File: src/rtl/univ_sreg_pkg.sv
// rtl/univ_sreg_pkg.sv - mode and FSM state encodings shared by univ_sreg files
// Purpose: single source for the operation codes and controller state encoding.
// Ports: none (package).
// Optional feature macro: UNIV_SREG_PARITY_EN (not referenced here).
package univ_sreg_pkg;

  localparam logic [2:0] MODE_HOLD = 3'b000;
  localparam logic [2:0] MODE_SHR  = 3'b001;
  localparam logic [2:0] MODE_SHL  = 3'b010;
  localparam logic [2:0] MODE_ROR  = 3'b011;
  localparam logic [2:0] MODE_ROL  = 3'b100;
  localparam logic [2:0] MODE_LOAD = 3'b101;

  typedef enum logic [1:0] {
    ST_IDLE = 2'd0,
    ST_RUN  = 2'd1,
    ST_DONE = 2'd2
  } state_t;

endpackage

File: src/rtl/univ_sreg_if.sv
// rtl/univ_sreg_if.sv - command/data bundle between a host and univ_sreg
// Purpose: groups the command, serial/parallel data and status signals.
// Signals: start, mode[2:0], cnt[CW-1:0], sin[W-1:0], pin[N*W-1:0] (host -> reg);
//          out[N*W-1:0], sout[W-1:0], busy, done, and par when
//          UNIV_SREG_PARITY_EN is defined (reg -> host).
// Modports: master (host side), slave (register side).
interface univ_sreg_if #(
  parameter int N  = 4,
  parameter int W  = 1,
  parameter int CW = 8
);
  logic           start;
  logic [2:0]     mode;
  logic [CW-1:0]  cnt;
  logic [W-1:0]   sin;
  logic [N*W-1:0] pin;
  logic [N*W-1:0] out;
  logic [W-1:0]   sout;
  logic           busy;
  logic           done;
`ifdef UNIV_SREG_PARITY_EN
  logic           par;

  modport master (output start, mode, cnt, sin, pin,
                  input  out, sout, busy, done, par);
  modport slave  (input  start, mode, cnt, sin, pin,
                  output out, sout, busy, done, par);
`else
  modport master (output start, mode, cnt, sin, pin,
                  input  out, sout, busy, done);
  modport slave  (input  start, mode, cnt, sin, pin,
                  output out, sout, busy, done);
`endif
endinterface

File: src/rtl/univ_sreg_ctrl.sv
// rtl/univ_sreg_ctrl.sv - command FSM and down-counter for univ_sreg
// Purpose: accepts a command in IDLE, runs it for the effective count, pulses done.
// Ports: ck, rn (async active-low); start, mode[2:0], cnt[CW-1:0] in;
//        accept (command taken this cycle), busy, done, step (apply op on
//        this edge), mode_lat[2:0] (latched mode) out.
module univ_sreg_ctrl
  import univ_sreg_pkg::*;
#(
  parameter int CW = 8
) (
  input  logic          ck,
  input  logic          rn,
  input  logic          start,
  input  logic [2:0]    mode,
  input  logic [CW-1:0] cnt,
  output logic          accept,
  output logic          busy,
  output logic          done,
  output logic          step,
  output logic [2:0]    mode_lat
);

  state_t        state_q, state_d;
  logic [CW-1:0] rem_q, rem_d;
  logic [2:0]    mode_q, mode_d;
  logic [CW-1:0] eff_cnt;

  always_ff @(posedge ck or negedge rn) begin
    if (!rn) begin
      state_q <= ST_IDLE;
      rem_q   <= '0;
      mode_q  <= MODE_HOLD;
    end else begin
      state_q <= state_d;
      rem_q   <= rem_d;
      mode_q  <= mode_d;
    end
  end

  always_comb begin
    state_d = state_q;
    rem_d   = rem_q;
    mode_d  = mode_q;
    // LOAD always takes exactly one operation regardless of cnt
    eff_cnt = (mode == MODE_LOAD) ? CW'(1) : cnt;
    case (state_q)
      ST_IDLE: begin
        if (start) begin
          mode_d  = mode;
          rem_d   = eff_cnt;
          state_d = (eff_cnt != '0) ? ST_RUN : ST_DONE;
        end
      end
      ST_RUN: begin
        rem_d = rem_q - CW'(1);
        if (rem_q == CW'(1)) state_d = ST_DONE;
      end
      ST_DONE: state_d = ST_IDLE;
      default: state_d = ST_IDLE;
    endcase
  end

  always_comb begin
    accept   = (state_q == ST_IDLE) && start;
    busy     = (state_q == ST_RUN);
    done     = (state_q == ST_DONE);
    step     = (state_q == ST_RUN);
    mode_lat = mode_q;
  end

endmodule

File: src/rtl/univ_sreg.sv
// rtl/univ_sreg.sv - N-lane x W-bit universal shift/rotate/load register
// Purpose: lane datapath, parallel-load latch and serial-out mux around univ_sreg_ctrl.
// Ports: ck (rising edge), rn (async active-low reset), bus (univ_sreg_if.slave):
//        start/mode/cnt/sin/pin in; out/sout/busy/done out.
// Optional feature macro: UNIV_SREG_PARITY_EN adds bus.par = registered ^out.
module univ_sreg
  import univ_sreg_pkg::*;
#(
  parameter int N  = 4,
  parameter int W  = 1,
  parameter int CW = 8
) (
  input  logic        ck,
  input  logic        rn,
  univ_sreg_if.slave  bus
);

  logic           accept, step;
  logic [2:0]     mode_lat;
  logic [N*W-1:0] out_q, out_d;
  logic [N*W-1:0] pin_q, pin_d;
  logic [W-1:0]   sout_c;

  univ_sreg_ctrl #(.CW(CW)) u_ctrl (
    .ck       (ck),
    .rn       (rn),
    .start    (bus.start),
    .mode     (bus.mode),
    .cnt      (bus.cnt),
    .accept   (accept),
    .busy     (bus.busy),
    .done     (bus.done),
    .step     (step),
    .mode_lat (mode_lat)
  );

  always_ff @(posedge ck or negedge rn) begin
    if (!rn) begin
      out_q <= '0;
      pin_q <= '0;
    end else begin
      out_q <= out_d;
      pin_q <= pin_d;
    end
  end

  // Lane k lives at [k*W +: W]; "right" moves data toward lane 0.
  always_comb begin
    pin_d = pin_q;
    if (accept) pin_d = bus.pin;
    out_d = out_q;
    if (step) begin
      case (mode_lat)
        MODE_SHR:  out_d = {bus.sin, out_q[N*W-1:W]};
        MODE_SHL:  out_d = {out_q[(N-1)*W-1:0], bus.sin};
        MODE_ROR:  out_d = {out_q[W-1:0], out_q[N*W-1:W]};
        MODE_ROL:  out_d = {out_q[(N-1)*W-1:0], out_q[N*W-1:(N-1)*W]};
        MODE_LOAD: out_d = pin_q;
        default:   out_d = out_q;
      endcase
    end
  end

  // Lane that would be pushed out by the next edge of the latched mode
  always_comb begin
    case (mode_lat)
      MODE_SHR, MODE_ROR: sout_c = out_q[W-1:0];
      MODE_SHL, MODE_ROL: sout_c = out_q[N*W-1:(N-1)*W];
      default:            sout_c = '0;
    endcase
  end

  assign bus.out  = out_q;
  assign bus.sout = sout_c;

`ifdef UNIV_SREG_PARITY_EN
  logic par_q, par_d;

  // Computed from the next value so par tracks out on the same edge
  always_comb par_d = ^out_d;

  always_ff @(posedge ck or negedge rn) begin
    if (!rn) par_q <= 1'b0;
    else     par_q <= par_d;
  end

  assign bus.par = par_q;
`endif

endmodule

File: src/flat_wrapper.sv
// flat-port wrapper written by rule: the top's interface ports become plain ports
module univ_sreg_flat import univ_sreg_pkg::*;
#(
  parameter int N  = 4,
  parameter int W  = 1,
  parameter int CW = 8
)
  (ck, rn, bus_start, bus_mode, bus_cnt, bus_sin, bus_pin, bus_out, bus_sout, bus_busy, bus_done);
  univ_sreg_if #(.N(N), .W(W), .CW(CW)) bus_i ();
  input  logic ck;
  input  logic rn;
  input wire logic [$bits(bus_i.start)-1:0] bus_start;
  input wire logic [$bits(bus_i.mode)-1:0] bus_mode;
  input wire logic [$bits(bus_i.cnt)-1:0] bus_cnt;
  input wire logic [$bits(bus_i.sin)-1:0] bus_sin;
  input wire logic [$bits(bus_i.pin)-1:0] bus_pin;
  output wire logic [$bits(bus_i.out)-1:0] bus_out;
  output wire logic [$bits(bus_i.sout)-1:0] bus_sout;
  output wire logic [$bits(bus_i.busy)-1:0] bus_busy;
  output wire logic [$bits(bus_i.done)-1:0] bus_done;
  assign bus_i.start = bus_start;
  assign bus_i.mode = bus_mode;
  assign bus_i.cnt = bus_cnt;
  assign bus_i.sin = bus_sin;
  assign bus_i.pin = bus_pin;
  assign bus_out = bus_i.out;
  assign bus_sout = bus_i.sout;
  assign bus_busy = bus_i.busy;
  assign bus_done = bus_i.done;
  univ_sreg #(.N(N), .W(W), .CW(CW)) u_core (.ck(ck), .rn(rn), .bus(bus_i));
endmodule
File: config.mk
export PLATFORM = sky130hd
export DESIGN_NAME = univ_sreg_flat
export DESIGN_NICKNAME = d
export VERILOG_FILES = /design/src/rtl/univ_sreg_pkg.sv /design/src/rtl/univ_sreg_if.sv /design/src/rtl/univ_sreg_ctrl.sv /design/src/rtl/univ_sreg.sv /design/src/flat_wrapper.sv
export SDC_FILE = /design/constraint.sdc
export NUM_CORES = 1
export LEC_CHECK = 0
export CAP_MARGIN = 5
export CORE_MARGIN = 2
export CORE_UTILIZATION = 50
export DETAILED_ROUTE_END_ITERATION = 8
export PLACE_DENSITY_LB_ADDON = 0.2
export SYNTH_ARGS = -nofsm -noshare
export SYNTH_HDL_FRONTEND = slang
export SYNTH_SLANG_ARGS = --single-unit
File: constraint.sdc
create_clock -name ck -period 1.75 [get_ports ck]
set_clock_uncertainty 0.05 [all_clocks]
set_input_delay 0.35 -clock ck [delete_from_list [all_inputs] [get_ports ck]]
set_output_delay 0.35 -clock ck [all_outputs]
set_load 0.005 [all_outputs]
==> flow_metrics.py <==
metrics = {
    "run_status": {
        "status": "finished, violations left",
        "violations": "negative setup slack",
    },
    "synthesis": {
        "ys_seq_area_share_pct": 40.86,
        "ys_async_sr_fraction_pct": 100.0,
        "ys_warn_count": 0,
        "ys.flop_type": "dfrtp_1",
        "ys_types": 41,
        "synth_nets": 167,
        "ys_seq_elements": 21,
        "syn_area_sq_um": 1286,
        "synth-edff-count": 0,
        "synthCells": 145,
        "syn_area_per_cell_sq_um": 8.871,
    },
    "drt": {
        "drt_iter0_drc": 50,
        "dr_total_vias": 1309,
        "avgViaCountPerCell": 5.767,
        "post_drt_wl_per_cell_um": 15.21,
        "post-route-drc-count": 0,
        "ant_nets": 0,
        "drt-total-wl_um": 3452,
        "first_pass_iters": 4,
    },
    "worst_hold_path": {
        "min_path_type": "primary input to async pin",
    },
    "timing": {
        "finalSetupTns_ns": -0.01036,
        "holdWs_ns": 0.3362,
        "worst_pin_slew_ns": 0.4352,
        "max_freq_mhz": 568.1,
        "slew_violations": 0,
        "finalCriticalPeriod_ns": 1.760,
        "slew_headroom_pct": 70.74,
        "rsz0062_at_grt": "true",
        "finalHoldViolations": 0,
        "finalSetupViolations": 1,
        "setup_slack_ns": -0.01036,
        "period_share_pct": 100.6,
    },
    "clock_network": {
        "clk_pin_slew_ns": 0.12,
        "cts_hold_buf": 0,
        "cts_tree": "yes",
        "cts_sinks": 21,
        "clk-insertion-delay-late_ns": 0.30,
        "cts_root_buffer": "clkbuf_4",
        "cts_max_path_buffers": 2,
        "htreeDepth": 1,
        "cts_buffers": 3,
    },
    "layout": {
        "fillers": 172,
        "design_area_sq_um": 1872,
        "syn_to_final_growth_pct": 45.53,
        "drive_above_1_share_pct": 24.87,
        "antenna_cells": 0,
        "layout.nets": 220,
    },
    "setup_path": {
        "crit_type": "register to register",
        "reg2reg_setup_slack_ns": -0.01,
        "worstPathRequired_ns": 1.90,
        "crit-reg2reg-launch": "u_core.u_ctrl.state_q[1]",
        "slowest_stage": "dfrtp_2",
        "start_kind": "register",
        "cp_cell_sequence": "buf_6 > nand2b_4 > buf_6 > nor4_4 > a211oi_1 > a311oi_1",
        "endpoint_kind": "register",
        "worstReg2RegEnd": "u_core.u_ctrl.rem_q[5]",
        "critical_path_arrival_ns": 1.91,
        "cp_max_fo": 6,
        "worst_path_most_repeated_cell": "buf_6",
        "r2r_cells": 6,
        "cpPeakStageDelay_ns": 0.44,
    },
    "pwr": {
        "power.leakage_nw": 0.8596,
        "p_per_area_nw_per_um2": 1642,
        "peakVddDrop_uv": 1218,
    },
    "placed_design": {
        "dp_hpwl_um": 2449,
        "dpl_cell_area_sq_um": 1712,
        "io_buffers": 25,
        "gp_congestion": 0.9191,
    },
    "floorplanning": {
        "die_w_um": 54.72,
        "initial_core_util_pct": 52.40,
        "io_pins": 26,
        "fp-row-count": 18,
        "coreArea_sq_um": 2455,
        "die_y_um": 54.72,
        "die_area_sq_um": 2994,
    },
    "grt": {
        "grt-ovfl-total": 0,
        "grt_max_degree": 22,
        "grt_pass1_vias": 1197,
        "antenna_found_initial": 0,
        "grt_pass1_wl_um": 5402,
        "gr-usage-all-layers_pct": 25.79,
    },
    "flow_run": {
        "drv_cap": 0,
    },
}
-- placed cells by master, fill, tap and decap left out, types with 3 or more instances in the layout --
master	instances
nand3b_1	3
o21ai_0	5
buf_4	22
a21oi_1	11
nand2_1	30
ha_1	3
clkbuf_4	3
clkdlybuf4s50_1	20
mux2i_1	5
dfrtp_1	19
nand2b_1	3
buf_6	4
inv_1	6
nand3_1	3
and3b_1	3
nor2_1	12
-- power breakdown --
group | total (W) | internal [W] | switching (W)
Combinational | 0.00185 | 0.000997 | 0.000849
Sequential | 0.000995 | 0.000722 | 0.000273
Clock | 0.000233 | 0.0000888 | 0.000144
Total | 0.00307 | 0.00181 | 0.00127
-- cell families (layout without fill, tap and decap cells) --
kind of cell / count (synthesis) / after routing / share of synthesized area [%]
AND/OR/NAND/NOR: 68 / 68 / 28.41
AO/OA/AOI/OAI: 37 / 37 / 19.75
flip-flops: 21 / 21 / 40.86
buffers and inverters: 10 / 62 / 3.307
multiplexers: 6 / 6 / 4.767
adder cells (fa/ha/maj): 3 / 3 / 2.919
-- cell type report --
type | count | area, sq um | area share [%]
timing repair buffer | 52 | 480.5 | 25.67
multi-input combinational | 114 | 777.0 | 41.51
inverter | 6 | 22.52 | 1.203
tap | 30 | 37.54 | 2.005
sequential | 21 | 528.0 | 28.21
clock buffer | 4 | 26.28 | 1.404
-- worst max-delay path, delay by kind of cell, from the launching register on --
family | cells | cell delay [ns]
compound gates | 2 | 0.37
buf+inv | 2 | 0.24
flops | 1 | 0.44
simple gates | 2 | 0.56
-- metrics by stage --
| step | instances | total power (W) | utilization (%) | setup slack (ns) |
|---|---|---|---|---|
| after global placement | 217 | 0.002561 | 69.72 | -0.1612 |
| after floorplan | 145 | 0.001919 | - | 0.2387 |
| after global routing | 227 | 0.003335 | 76.25 | -0.08830 |
| after detailed placement | 217 | 0.002639 | 69.72 | -0.1802 |
| final | 227 | 0.003074 | 76.25 | -0.01036 |
| after CTS | 223 | 0.002931 | 72.73 | -0.005066 |
-- worst max-delay path by stage --
stage / slack [ns] / endpoint / startpoint
after floorplan: 0.24 / u_core.bus.out[2] / u_core.u_ctrl.mode_lat[2]
after global routing: -0.09 / u_core.u_ctrl.rem_q[5] / u_core.u_ctrl.state_q[1]
after detailed placement: -0.18 / u_core.u_ctrl.state_q[1] / bus_cnt[6]
final: -0.01 / u_core.u_ctrl.rem_q[5] / u_core.u_ctrl.state_q[1]
after CTS: -0.005 / u_core.u_ctrl.rem_q[7] / u_core.u_ctrl.state_q[1]
after global placement: -0.16 / u_core.u_ctrl.state_q[1] / bus_cnt[6]
-- metal layers --
metal	track usage (%)	routed length, um	vias to the layer above
li1	-	-	629
met1	32.30	1448	619
met2	44.84	1740	55
met3	2.459	223	6
met4	10.83	39	0
met5	0	0	-
-- cells in the mapped netlist, types with 2 or more instances --
| library cell | count | share of area, % |
|---|---|---|
| a211oi_1 | 2 | 1.2 |
| a21oi_1 | 11 | 4.3 |
| a311oi_1 | 2 | 1.4 |
| and3b_1 | 3 | 2.0 |
| buf_2 | 4 | 1.6 |
| dfrtp_1 | 21 | 41 |
| ha_1 | 3 | 2.9 |
| inv_1 | 6 | 1.8 |
| mux2i_1 | 5 | 3.9 |
| nand2_1 | 30 | 8.8 |
| nand2b_1 | 4 | 1.9 |
| nand3_1 | 3 | 1.2 |
| nand3b_1 | 3 | 1.8 |
| nor2_1 | 13 | 3.8 |
| nor4_4 | 2 | 3.3 |
| o21ai_0 | 5 | 1.9 |
| o21bai_1 | 2 | 1.2 |
| o22ai_1 | 2 | 0.97 |
| or3_1 | 2 | 0.97 |
-- state kept, by name, summed over array words and instances, names as in the netlist --
name	flops
u_core.u_ctrl.rem_q	8
u_core.bus.out	4
u_core.u_ctrl.state_q	2
u_core.u_ctrl.mode_lat	3
u_core.pin_q	4
-- timing repair --
item / 4_1_cts / 5_1_grt
setup buffers: 2 / 4
setup endpoints to repair: 3 / 7
pin swaps: 1 / 6
gates resized for setup: 13 / 14
(Power assumes the default switching activity.)
